### config.mk
export PLATFORM = sky130hd
export DESIGN_NAME = mem_bank_2rw_sched_flat
export DESIGN_NICKNAME = d
export VERILOG_FILES = /design/src/rtl/mem_bank_2rw_sched_if.sv /design/src/rtl/mem_bank_2rw_sched.sv /design/src/flat_wrapper.sv
export SDC_FILE = /design/constraint.sdc
export NUM_CORES = 1
export LEC_CHECK = 0
export ABC_AREA = 1
export CAP_MARGIN = 25
export CELL_PAD_IN_SITES_DETAIL_PLACEMENT = 1
export CELL_PAD_IN_SITES_GLOBAL_PLACEMENT = 2
export CORE_AREA = 2 2 306 308
export CTS_CLUSTER_DIAMETER = 40
export CTS_CLUSTER_SIZE = 14
export DETAILED_ROUTE_END_ITERATION = 10
export DIE_AREA = 0 0 308 310
export PLACE_DENSITY = 0.59
export SYNTH_ARGS = -nofsm -noshare
export SYNTH_HDL_FRONTEND = slang
export SYNTH_SLANG_ARGS = --single-unit
### constraint.sdc
create_clock -name clk -period 1.7 [get_ports clk]
set_input_delay 0.34 -clock clk [delete_from_list [all_inputs] [get_ports clk]]
set_output_delay 0.34 -clock clk [all_outputs]
set_load 0.03 [all_outputs]
### src/rtl/mem_bank_2rw_sched_if.sv
// rtl/mem_bank_2rw_sched_if.sv - request/response channels and two memory RW ports for the bank scheduler
interface mem_bank_2rw_sched_if #(
   parameter int REG_DEPTH = 4,
   parameter int REG_WIDTH = 64
);
   localparam int AW = $clog2(REG_DEPTH);

   logic                 req0_valid, req0_ready, req0_wr;
   logic [AW-1:0]        req0_addr;
   logic [REG_WIDTH-1:0] req0_wmask, req0_wdata;
   logic                 req1_valid, req1_ready, req1_wr;
   logic [AW-1:0]        req1_addr;
   logic [REG_WIDTH-1:0] req1_wmask, req1_wdata;

   logic                 rsp0_valid, rsp1_valid;
   logic [REG_WIDTH-1:0] rsp0_rdata, rsp1_rdata;

   logic                 RW0_wmode, RW1_wmode;
   logic [AW-1:0]        RW0_addr, RW1_addr;
   logic [REG_WIDTH-1:0] RW0_wmask, RW0_wdata, RW0_rdata;
   logic [REG_WIDTH-1:0] RW1_wmask, RW1_wdata, RW1_rdata;

   logic                 init_done;
   logic [7:0]           merge_cnt;

   modport slave (
      input  req0_valid, req0_wr, req0_addr, req0_wmask, req0_wdata,
      input  req1_valid, req1_wr, req1_addr, req1_wmask, req1_wdata,
      output req0_ready, req1_ready,
      output rsp0_valid, rsp0_rdata, rsp1_valid, rsp1_rdata,
      output RW0_wmode, RW0_addr, RW0_wmask, RW0_wdata,
      output RW1_wmode, RW1_addr, RW1_wmask, RW1_wdata,
      input  RW0_rdata, RW1_rdata,
      output init_done, merge_cnt
   );

   modport master (
      output req0_valid, req0_wr, req0_addr, req0_wmask, req0_wdata,
      output req1_valid, req1_wr, req1_addr, req1_wmask, req1_wdata,
      input  req0_ready, req1_ready,
      input  rsp0_valid, rsp0_rdata, rsp1_valid, rsp1_rdata,
      input  RW0_wmode, RW0_addr, RW0_wmask, RW0_wdata,
      input  RW1_wmode, RW1_addr, RW1_wmask, RW1_wdata,
      output RW0_rdata, RW1_rdata,
      input  init_done, merge_cnt
   );
endinterface

### src/rtl/mem_bank_2rw_sched.sv
// rtl/mem_bank_2rw_sched.sv - two-channel scheduler onto a 2RW memory bank with init clear and same-address write merge
module mem_bank_2rw_sched #(
   parameter int REG_DEPTH = 4,
   parameter int REG_WIDTH = 64
) (
   input logic                  clk,
   input logic                  rst,
   mem_bank_2rw_sched_if.slave  bus
);
   localparam int AW = $clog2(REG_DEPTH);
   localparam logic [AW-1:0] INIT_LAST = AW'(REG_DEPTH / 2 - 1);

   typedef enum logic {S_INIT, S_RUN} state_t;

   state_t               state, state_nxt;
   logic [AW-1:0]        init_cnt, init_cnt_nxt;
   logic                 acc0, acc1, rd0, rd1, merge;
   logic                 rsp0_valid_q, rsp1_valid_q;
   logic [REG_WIDTH-1:0] rsp0_rdata_q, rsp1_rdata_q;
   logic [7:0]           merge_cnt_q;

   always_ff @(posedge clk) begin
      if (rst) begin
         state        <= S_INIT;
         init_cnt     <= '0;
         rsp0_valid_q <= 1'b0;
         rsp1_valid_q <= 1'b0;
         rsp0_rdata_q <= '0;
         rsp1_rdata_q <= '0;
         merge_cnt_q  <= '0;
      end else begin
         state        <= state_nxt;
         init_cnt     <= init_cnt_nxt;
         rsp0_valid_q <= rd0;
         rsp1_valid_q <= rd1;
         if (rd0) rsp0_rdata_q <= bus.RW0_rdata;
         if (rd1) rsp1_rdata_q <= bus.RW1_rdata;
         if (merge && merge_cnt_q != 8'hFF) merge_cnt_q <= merge_cnt_q + 8'd1;
      end
   end

   always_comb begin
      state_nxt      = state;
      init_cnt_nxt   = init_cnt;
      acc0           = 1'b0;
      acc1           = 1'b0;
      rd0            = 1'b0;
      rd1            = 1'b0;
      merge          = 1'b0;
      bus.RW0_wmode  = 1'b0;
      bus.RW0_addr   = bus.req0_addr;
      bus.RW0_wmask  = bus.req0_wmask;
      bus.RW0_wdata  = bus.req0_wdata;
      bus.RW1_wmode  = 1'b0;
      bus.RW1_addr   = bus.req1_addr;
      bus.RW1_wmask  = bus.req1_wmask;
      bus.RW1_wdata  = bus.req1_wdata;
      if (state == S_INIT) begin
         // Each init cycle clears an even/odd word pair, one per port.
         bus.RW0_wmode = 1'b1;
         bus.RW0_addr  = init_cnt << 1;
         bus.RW0_wmask = '1;
         bus.RW0_wdata = '0;
         bus.RW1_wmode = 1'b1;
         bus.RW1_addr  = (init_cnt << 1) | AW'(1);
         bus.RW1_wmask = '1;
         bus.RW1_wdata = '0;
         if (init_cnt == INIT_LAST) state_nxt = S_RUN;
         else                       init_cnt_nxt = init_cnt + AW'(1);
      end else begin
         acc0  = bus.req0_valid;
         acc1  = bus.req1_valid;
         rd0   = acc0 && !bus.req0_wr;
         rd1   = acc1 && !bus.req1_wr;
         merge = acc0 && acc1 && bus.req0_wr && bus.req1_wr && (bus.req0_addr == bus.req1_addr);
         bus.RW0_wmode = acc0 && bus.req0_wr;
         bus.RW1_wmode = acc1 && bus.req1_wr && !merge;
         if (merge) begin
            // Channel 1 owns any bit both channels enable.
            bus.RW0_wmask = bus.req0_wmask | bus.req1_wmask;
            bus.RW0_wdata = (bus.req1_wdata & bus.req1_wmask) | (bus.req0_wdata & ~bus.req1_wmask);
         end
      end
   end

   assign bus.req0_ready = (state == S_RUN);
   assign bus.req1_ready = (state == S_RUN);
   assign bus.init_done  = (state == S_RUN);
   assign bus.rsp0_valid = rsp0_valid_q;
   assign bus.rsp1_valid = rsp1_valid_q;
   assign bus.rsp0_rdata = rsp0_rdata_q;
   assign bus.rsp1_rdata = rsp1_rdata_q;
   assign bus.merge_cnt  = merge_cnt_q;
endmodule
### src/flat_wrapper.sv
// flat-port wrapper written by rule: the top's interface ports become plain ports
module mem_bank_2rw_sched_flat 
#(
   parameter int REG_DEPTH = 4,
   parameter int REG_WIDTH = 64
)
  (clk, rst, bus_req0_valid, bus_req0_wr, bus_req0_addr, bus_req0_wmask, bus_req0_wdata, bus_req1_valid, bus_req1_wr, bus_req1_addr, bus_req1_wmask, bus_req1_wdata, bus_req0_ready, bus_req1_ready, bus_rsp0_valid, bus_rsp0_rdata, bus_rsp1_valid, bus_rsp1_rdata, bus_RW0_wmode, bus_RW0_addr, bus_RW0_wmask, bus_RW0_wdata, bus_RW1_wmode, bus_RW1_addr, bus_RW1_wmask, bus_RW1_wdata, bus_RW0_rdata, bus_RW1_rdata, bus_init_done, bus_merge_cnt);
  mem_bank_2rw_sched_if #(.REG_DEPTH(REG_DEPTH), .REG_WIDTH(REG_WIDTH)) bus_i ();
  input logic clk;
  input logic rst;
  input wire logic [$bits(bus_i.req0_valid)-1:0] bus_req0_valid;
  input wire logic [$bits(bus_i.req0_wr)-1:0] bus_req0_wr;
  input wire logic [$bits(bus_i.req0_addr)-1:0] bus_req0_addr;
  input wire logic [$bits(bus_i.req0_wmask)-1:0] bus_req0_wmask;
  input wire logic [$bits(bus_i.req0_wdata)-1:0] bus_req0_wdata;
  input wire logic [$bits(bus_i.req1_valid)-1:0] bus_req1_valid;
  input wire logic [$bits(bus_i.req1_wr)-1:0] bus_req1_wr;
  input wire logic [$bits(bus_i.req1_addr)-1:0] bus_req1_addr;
  input wire logic [$bits(bus_i.req1_wmask)-1:0] bus_req1_wmask;
  input wire logic [$bits(bus_i.req1_wdata)-1:0] bus_req1_wdata;
  output wire logic [$bits(bus_i.req0_ready)-1:0] bus_req0_ready;
  output wire logic [$bits(bus_i.req1_ready)-1:0] bus_req1_ready;
  output wire logic [$bits(bus_i.rsp0_valid)-1:0] bus_rsp0_valid;
  output wire logic [$bits(bus_i.rsp0_rdata)-1:0] bus_rsp0_rdata;
  output wire logic [$bits(bus_i.rsp1_valid)-1:0] bus_rsp1_valid;
  output wire logic [$bits(bus_i.rsp1_rdata)-1:0] bus_rsp1_rdata;
  output wire logic [$bits(bus_i.RW0_wmode)-1:0] bus_RW0_wmode;
  output wire logic [$bits(bus_i.RW0_addr)-1:0] bus_RW0_addr;
  output wire logic [$bits(bus_i.RW0_wmask)-1:0] bus_RW0_wmask;
  output wire logic [$bits(bus_i.RW0_wdata)-1:0] bus_RW0_wdata;
  output wire logic [$bits(bus_i.RW1_wmode)-1:0] bus_RW1_wmode;
  output wire logic [$bits(bus_i.RW1_addr)-1:0] bus_RW1_addr;
  output wire logic [$bits(bus_i.RW1_wmask)-1:0] bus_RW1_wmask;
  output wire logic [$bits(bus_i.RW1_wdata)-1:0] bus_RW1_wdata;
  input wire logic [$bits(bus_i.RW0_rdata)-1:0] bus_RW0_rdata;
  input wire logic [$bits(bus_i.RW1_rdata)-1:0] bus_RW1_rdata;
  output wire logic [$bits(bus_i.init_done)-1:0] bus_init_done;
  output wire logic [$bits(bus_i.merge_cnt)-1:0] bus_merge_cnt;
  assign bus_i.req0_valid = bus_req0_valid;
  assign bus_i.req0_wr = bus_req0_wr;
  assign bus_i.req0_addr = bus_req0_addr;
  assign bus_i.req0_wmask = bus_req0_wmask;
  assign bus_i.req0_wdata = bus_req0_wdata;
  assign bus_i.req1_valid = bus_req1_valid;
  assign bus_i.req1_wr = bus_req1_wr;
  assign bus_i.req1_addr = bus_req1_addr;
  assign bus_i.req1_wmask = bus_req1_wmask;
  assign bus_i.req1_wdata = bus_req1_wdata;
  assign bus_req0_ready = bus_i.req0_ready;
  assign bus_req1_ready = bus_i.req1_ready;
  assign bus_rsp0_valid = bus_i.rsp0_valid;
  assign bus_rsp0_rdata = bus_i.rsp0_rdata;
  assign bus_rsp1_valid = bus_i.rsp1_valid;
  assign bus_rsp1_rdata = bus_i.rsp1_rdata;
  assign bus_RW0_wmode = bus_i.RW0_wmode;
  assign bus_RW0_addr = bus_i.RW0_addr;
  assign bus_RW0_wmask = bus_i.RW0_wmask;
  assign bus_RW0_wdata = bus_i.RW0_wdata;
  assign bus_RW1_wmode = bus_i.RW1_wmode;
  assign bus_RW1_addr = bus_i.RW1_addr;
  assign bus_RW1_wmask = bus_i.RW1_wmask;
  assign bus_RW1_wdata = bus_i.RW1_wdata;
  assign bus_i.RW0_rdata = bus_RW0_rdata;
  assign bus_i.RW1_rdata = bus_RW1_rdata;
  assign bus_init_done = bus_i.init_done;
  assign bus_merge_cnt = bus_i.merge_cnt;
  mem_bank_2rw_sched #(.REG_DEPTH(REG_DEPTH), .REG_WIDTH(REG_WIDTH)) u_core (.clk(clk), .rst(rst), .bus(bus_i));
endmodule
==> flow_summary.toml, run 1 <==
[final_layout]
utilization_pct = 26.7
multi_input_area_um2 = 6470
area_growth_pct = 196
drive_above_1_share_pct = 41.6
fin_nets = 2687
nFillCells = 10700
seqCellArea_um2 = 2830

[detailed_routing]
post-route-drc-count = 0
drtAntennaViolNets = 0
routed_wl_mm = 80.9
firstDrtPassIters = 4
dr.first_iter.drc_count = 418
vias = 12900
viasPerCell = 3.66
wl_per_cell_um = 23.0

[worst_setup_path]
r2r_slack_ns = 0.07
max_stage_delay_ns = 0.17
path_max_fanout = 7
path_common_cell = "buf_12"
setup.worst_path.start = "bus_req0_wr"
path_cells = "buf_4 -> nand2_2 -> nor2_4 -> nand3_4 -> buf_12 -> buf_12 -> buf_8 -> buf_6 -> o21bai_1 -> inv_1 -> a21oi_4 -> buf_12"
endpoint_kind = "output port"
r2r-start = "u_core.bus.init_done$_SDFF_PP0_"
start_kind = "primary input"
cpMaxStageDelayCell = "a21oi_4"
critPathRequiredTime_ns = 1.36
critPathTopFamily = "buffers and inverters"
cp.buffers_inverters = 7
critPathKind = "primary input to output port"
crit_arrival_ns = 1.89

[floorplan]
start_util_pct = 9.03
die-area_um2 = 95500
core-area_um2 = 92500
die_y_um = 310
ios = 797
die_w_um = 308
std_cell_rows = 112

[timing]
fin_worst_skew_ns = 0.0106
fin_ws_ns = -0.526
slew_viol_final = 0
setup_viol = 265
post-route-min-period_ns = 2.23
rsz0062_at_grt = "true"
min_period_over_period_pct = 131
fin_setup_tns_ns = -90.63
fmax_ghz = 0.449
tightest_slew_ns = 0.429
hold_violations = 0
slew_headroom_pct = 71.4

[cts]
clk_pin_slew_ns = 0.06
htree_levels = 4
cts_tree = "built"
clock_path_buffers = 2
clockRootBuffer = "clkbuf_16"
numCtsBuffers = 17
clock_latency_ns = 0.45
cts_hold_buf = 0
clkSinkCount = 141

[global_route]
grt_first_pass_wirelength_mm = 106
grt_overflow = 0
grt_pass1_vias = 13800
grt_max_degree = 60
gr-usage-all-layers_pct = 15.6
antenna_found_initial = 35

[logic_synthesis]
synth-seq-cells = 141
synth_edf_count = 0
muxShareOfSynthArea_pct = 0
synth_area_leaders = "dfxtp_1 (34%), nor2_1 (13%), inv_1 (9.6%)"
synth-adder-area-share_pct = 0.299
synth_xor_area_share_pct = 0.210
yosys.cell_count.top_type = "nor2_1"
yosys.area_share.simple_pct = 25.9
synth_largest_area_cell = "dfxtp_1"
synth_seq_area_share_pct = 33.8
synth_nets = 1692
synth_compound_area_share_pct = 25.2
synth_top_family_by_area = "simple AND/OR/NAND/NOR gates"
synthCells = 1296
netlist_area_um2 = 8360
synthTopCellsByCount = "nor2_1 (282), inv_1 (213), nand2_1 (166), o21ai_0 (158), dfxtp_1 (141)"
ys_types = 30
async_flop_share_pct = 0
synth_flop_cell = "dfxtp_1"
netlist.area_leader.share_pct = 33.8
avgSynthCellArea_um2 = 6.45
yosysWarningCount = 0

[status]
run_status = "finished, violations left"
violations = "setup timing"

[min_path]
hold_start = "bus_req1_wr"
min-delay-path-class = "primary input to register"

[placement]
port_buffers = 796
post-dp-hpwl_mm = 63.5
gp_congestion = 0.903

[job]
drv_cap = 0

[power_and_ir_drop]
leakage_nw = 11.3
pwr_density_cell_nw_per_um2 = 1050
ir_worst_vdd_uv = 623
repair_timing:
item,CTS,global route
cloned,24,12
pin swaps,44,79
gates resized for setup,753,337
setup endpoints to repair,398,295
buffers inserted,53,42
area by class of cell:
class	count	area share, %
Timing Repair Buffer	1057	49.7
Multi-Input combinational cell	860	26.2
Sequential cell	141	11.4
Tap cell	1197	6.07
Inverter	214	3.72
Clock buffer	18	1.78
Clock inverter	14	0.836
Antenna cell	21	0.213
placed cells by master, fill, tap and decap left out, drive strengths merged, types with 29 or more instances in the layout:
cell,count
o21bai,64
buf,533
o21ai,196
clkbuf,29
nor2,283
inv,209
nand2,166
clkdlybuf4s50,384
or2,64
a21oi,70
dfxtp,141
dlygate4sd2,128
power by group:
group	total [W]	internal, W	switching (W)
registers	0.00382	0.00363	0.000185
logic	0.0179	0.00859	0.00930
clock network	0.00422	0.00253	0.00169
cell families after synthesis:
logic type | after synthesis
compound gates | 331
xor+xnor | 2
fa+ha+maj | 2
buf+inv | 295
flops | 141
simple gates | 525
worst reg2reg max path, delay by kind of cell, from the launching register on:
family        cells  cell delay [ns]
simple gates      4             0.57
buf+inv           4             0.52
flops             1             0.43
routing by layer:
layer	track usage, %	vias up	wire (µm)	part of all wire (%)
met1	17.1	6229	30500	38
met3	4.83	93	6220	7.7
met4	6.14	8	2950	3.6
met5	0	-	43	0.053
met2	28.2	537	41200	51
li1	-	6035	-	-
registers in the layout, summed over array words and instances, names as in the netlist:
signal                 cells
u_core.bus.rsp1_rdata     64
u_core.init_cnt            2
u_core.bus.rsp0_valid      1
u_core.bus.rsp1_valid      1
u_core.bus.merge_cnt       8
u_core.bus.rsp0_rdata     64
u_core.bus.init_done       1
stage by stage:
stage	setup WS, ns	area (µm²)	instances	hold WS [ns]	power, W
CTS	-0.574	22800	3460	0.399	0.0244
finish	-0.526	24700	3522	0.411	0.0259
global placement	-1.36	19600	3358	0.491	0.0167
floorplan	-0.0466	8730	1296	0.403	0.00975
detailed placement	-1.35	19600	3358	0.502	0.0168
global route	-0.581	24700	3518	0.458	0.0271
path summary, 6_finish.rpt:
check	depth (start not counted)	endpoint
min	5	u_core.bus.rsp1_rdata[59]$_SDFFE_PP0P_
max	12	bus_RW0_wdata[40]
min reg2reg	2	u_core.bus.rsp1_rdata[52]$_SDFFE_PP0P_
max reg2reg	8	u_core.bus.rsp0_rdata[44]$_SDFFE_PP0P_
Power figures use the tool's default switching activity.
==> inputs of run 2 (changes only) <==
Settings changed: CAP_MARGIN 25 to not set, CELL_PAD_IN_SITES_DETAIL_PLACEMENT 1 to not set, CELL_PAD_IN_SITES_GLOBAL_PLACEMENT 2 to not set, CORE_AREA 2 2 306 308 to 2 2 309 311, DIE_AREA 0 0 308 310 to 0 0 311 313, PLACE_DENSITY 0.59 to 0.33.
==> run 2 against run 1 <==
Critical path type is now register to output port. Combinational power down 2%. Clock power down 15%. Clock skew up 0.0013 ns. The flow still finishes with violations (setup timing). Highest routed layer unchanged. Largest cell class unchanged.
==> flow_summary.toml, run 2 (synthesis gave the netlist of run 1 again) <==
[final_layout]
fin_nets = 2670
utilization_pct = 26.0
area_growth_pct = 193
final_common_cell = "clkdlybuf4s50_1"
layout_common_cells = "clkdlybuf4s50_1 (385), nor2_1 (279), buf_6 (187), inv_1 (153), buf_4 (148)"
drive_above_1_share_pct = 41.2

[worst_setup_path]
start_kind = "register"
crit_arrival_ns = 1.83
endpoint_kind = "output port"
critPathKind = "register to output port"
critPathRequiredTime_ns = 1.36
r2r_slack_ns = 0.04
worstRegToRegCells = 10
regToRegEndpoint = "u_core.bus.rsp0_rdata[54]$_SDFFE_PP0P_"
path_max_fanout = 7
r2r-start = "u_core.bus.init_done$_SDFF_PP0_"

[power_and_ir_drop]
leakage_nw = 11.2
ir_worst_vdd_uv = 589
pwr_density_cell_nw_per_um2 = 1010

[global_route]
antenna_found_initial = 42
grt_first_pass_wirelength_mm = 103
gr-usage-all-layers_pct = 15.0
grt_pass1_vias = 13000
grt_max_degree = 75
grt_overflow = 0

[detailed_routing]
routed_wl_mm = 76.4
post-route-drc-count = 0
wl_per_cell_um = 21.4
vias = 12400
drtAntennaViolNets = 0
dr.first_iter.drc_count = 470
viasPerCell = 3.48
firstDrtPassIters = 4

[min_path]
min-delay-path-class = "primary input to register"
hold_start = "bus_RW1_rdata[27]"
hold_path_end = "u_core.bus.rsp1_rdata[27]$_SDFFE_PP0P_"
min_path_cells = 3

[floorplan]
die_w_um = 311
start_util_pct = 8.87
std_cell_rows = 113
core-area_um2 = 94200
ios = 797
die_y_um = 313
die-area_um2 = 97300

[timing]
fin_worst_skew_ns = 0.0119
fmax_ghz = 0.461
slew_viol_final = 0
rsz0062_at_grt = "true"
whs_ns = 0.475
setup_viol = 264
fin_ws_ns = -0.468
min_period_over_period_pct = 128
hold_violations = 0
tightest_slew_ns = 0.407
post-route-min-period_ns = 2.17
slew_headroom_pct = 73.0

[job]
drv_cap = 0

[cts]
clockRootBuffer = "clkbuf_16"
cts_tree = "built"
clk_pin_slew_ns = 0.07
numCtsBuffers = 17
cts_hold_buf = 0
clock_latency_ns = 0.45
htree_levels = 4
clock_path_buffers = 2
clkSinkCount = 141

[status]
run_status = "finished, violations left"
violations = "setup timing"

[placement]
post-dp-hpwl_mm = 61.4
port_buffers = 796
gp_congestion = 0.894
## run 2: changes by cell type in the layout (fill, tap and decap cells not counted), sizes merged, moves of 3 or more
cell | previous run | this run
clkinvlp | 1 | 4
inv | 209 | 212
clkinv | 14 | 10
clkbuf | 29 | 22
diode | 21 | 16
bufinv | 4 | 0
buf | 533 | 523
## run 2: cell type report
class	count	area, µm²
inverter	214	885
multi-input combinational	860	6450
tap	1265	1580
antenna	16	40.0
clock inverter	12	88.8
timing repair buffer	1040	12200
clock buffer	20	457
fill	10200	69600
sequential	141	2830
## run 2: timing repair
item,in CTS,in global routing
pin swaps,63,67
setup buffers,32,38
cloned,31,2
resized for setup,789,275
setup endpoints to repair,421,264
## run 2: critical path: stages, from the launching register on
cell,delay [ns]
dfxtp_4,0.40
buf_12,0.16
buf_16,0.16
buf_12,0.16
o21ai_4,0.08
or2_4,0.26
buf_12,0.14
## run 2: worst max-delay path by stage
stage / to / slack (ns) / startpoint
finish: bus_RW0_wmask[41] / -0.47 / u_core.bus.init_done$_SDFF_PP0_
global route: bus_RW0_wmask[18] / -0.54 / u_core.bus.init_done$_SDFF_PP0_
CTS: bus_RW0_wmask[12] / -0.51 / u_core.bus.init_done$_SDFF_PP0_
detailed placement: bus_RW0_wdata[62] / -1.22 / bus_req1_wr
global placement: bus_RW0_wdata[27] / -1.23 / bus_req1_wr
floorplan: bus_RW0_wdata[54] / -0.05 / bus_req1_wr
## run 2: report_power, final
part	switching, W	internal, W
sequential	0.000171	0.00363
clock	0.00164	0.00195
combinational	0.00893	0.00854
total	0.0107	0.0141
## run 2: through the flow
stage / power (W) / TNS (ns) / worst slack (ns) / cells / cell area [µm²]
after global placement: 0.0168 / -154.82 / -1.23 / 3432 / 19800
final: 0.0249 / -80.87 / -0.468 / 3568 / 24500
after floorplan: 0.00975 / -2.14 / -0.0466 / 1296 / 8730
after global routing: 0.0259 / -104.11 / -0.540 / 3564 / 24500
after detailed placement: 0.0168 / -156.59 / -1.22 / 3432 / 19800
after CTS: 0.0236 / -93.28 / -0.509 / 3522 / 23300
## run 2: per-layer routing
metal	global-route usage, %	part of all wire [%]	vias to the layer above
li1	-	-	5995
met1	16.3	38	5796
met2	26.5	50	506
met3	6.09	8.7	101
met4	4.87	2.9	14
met5	0	0.11	-
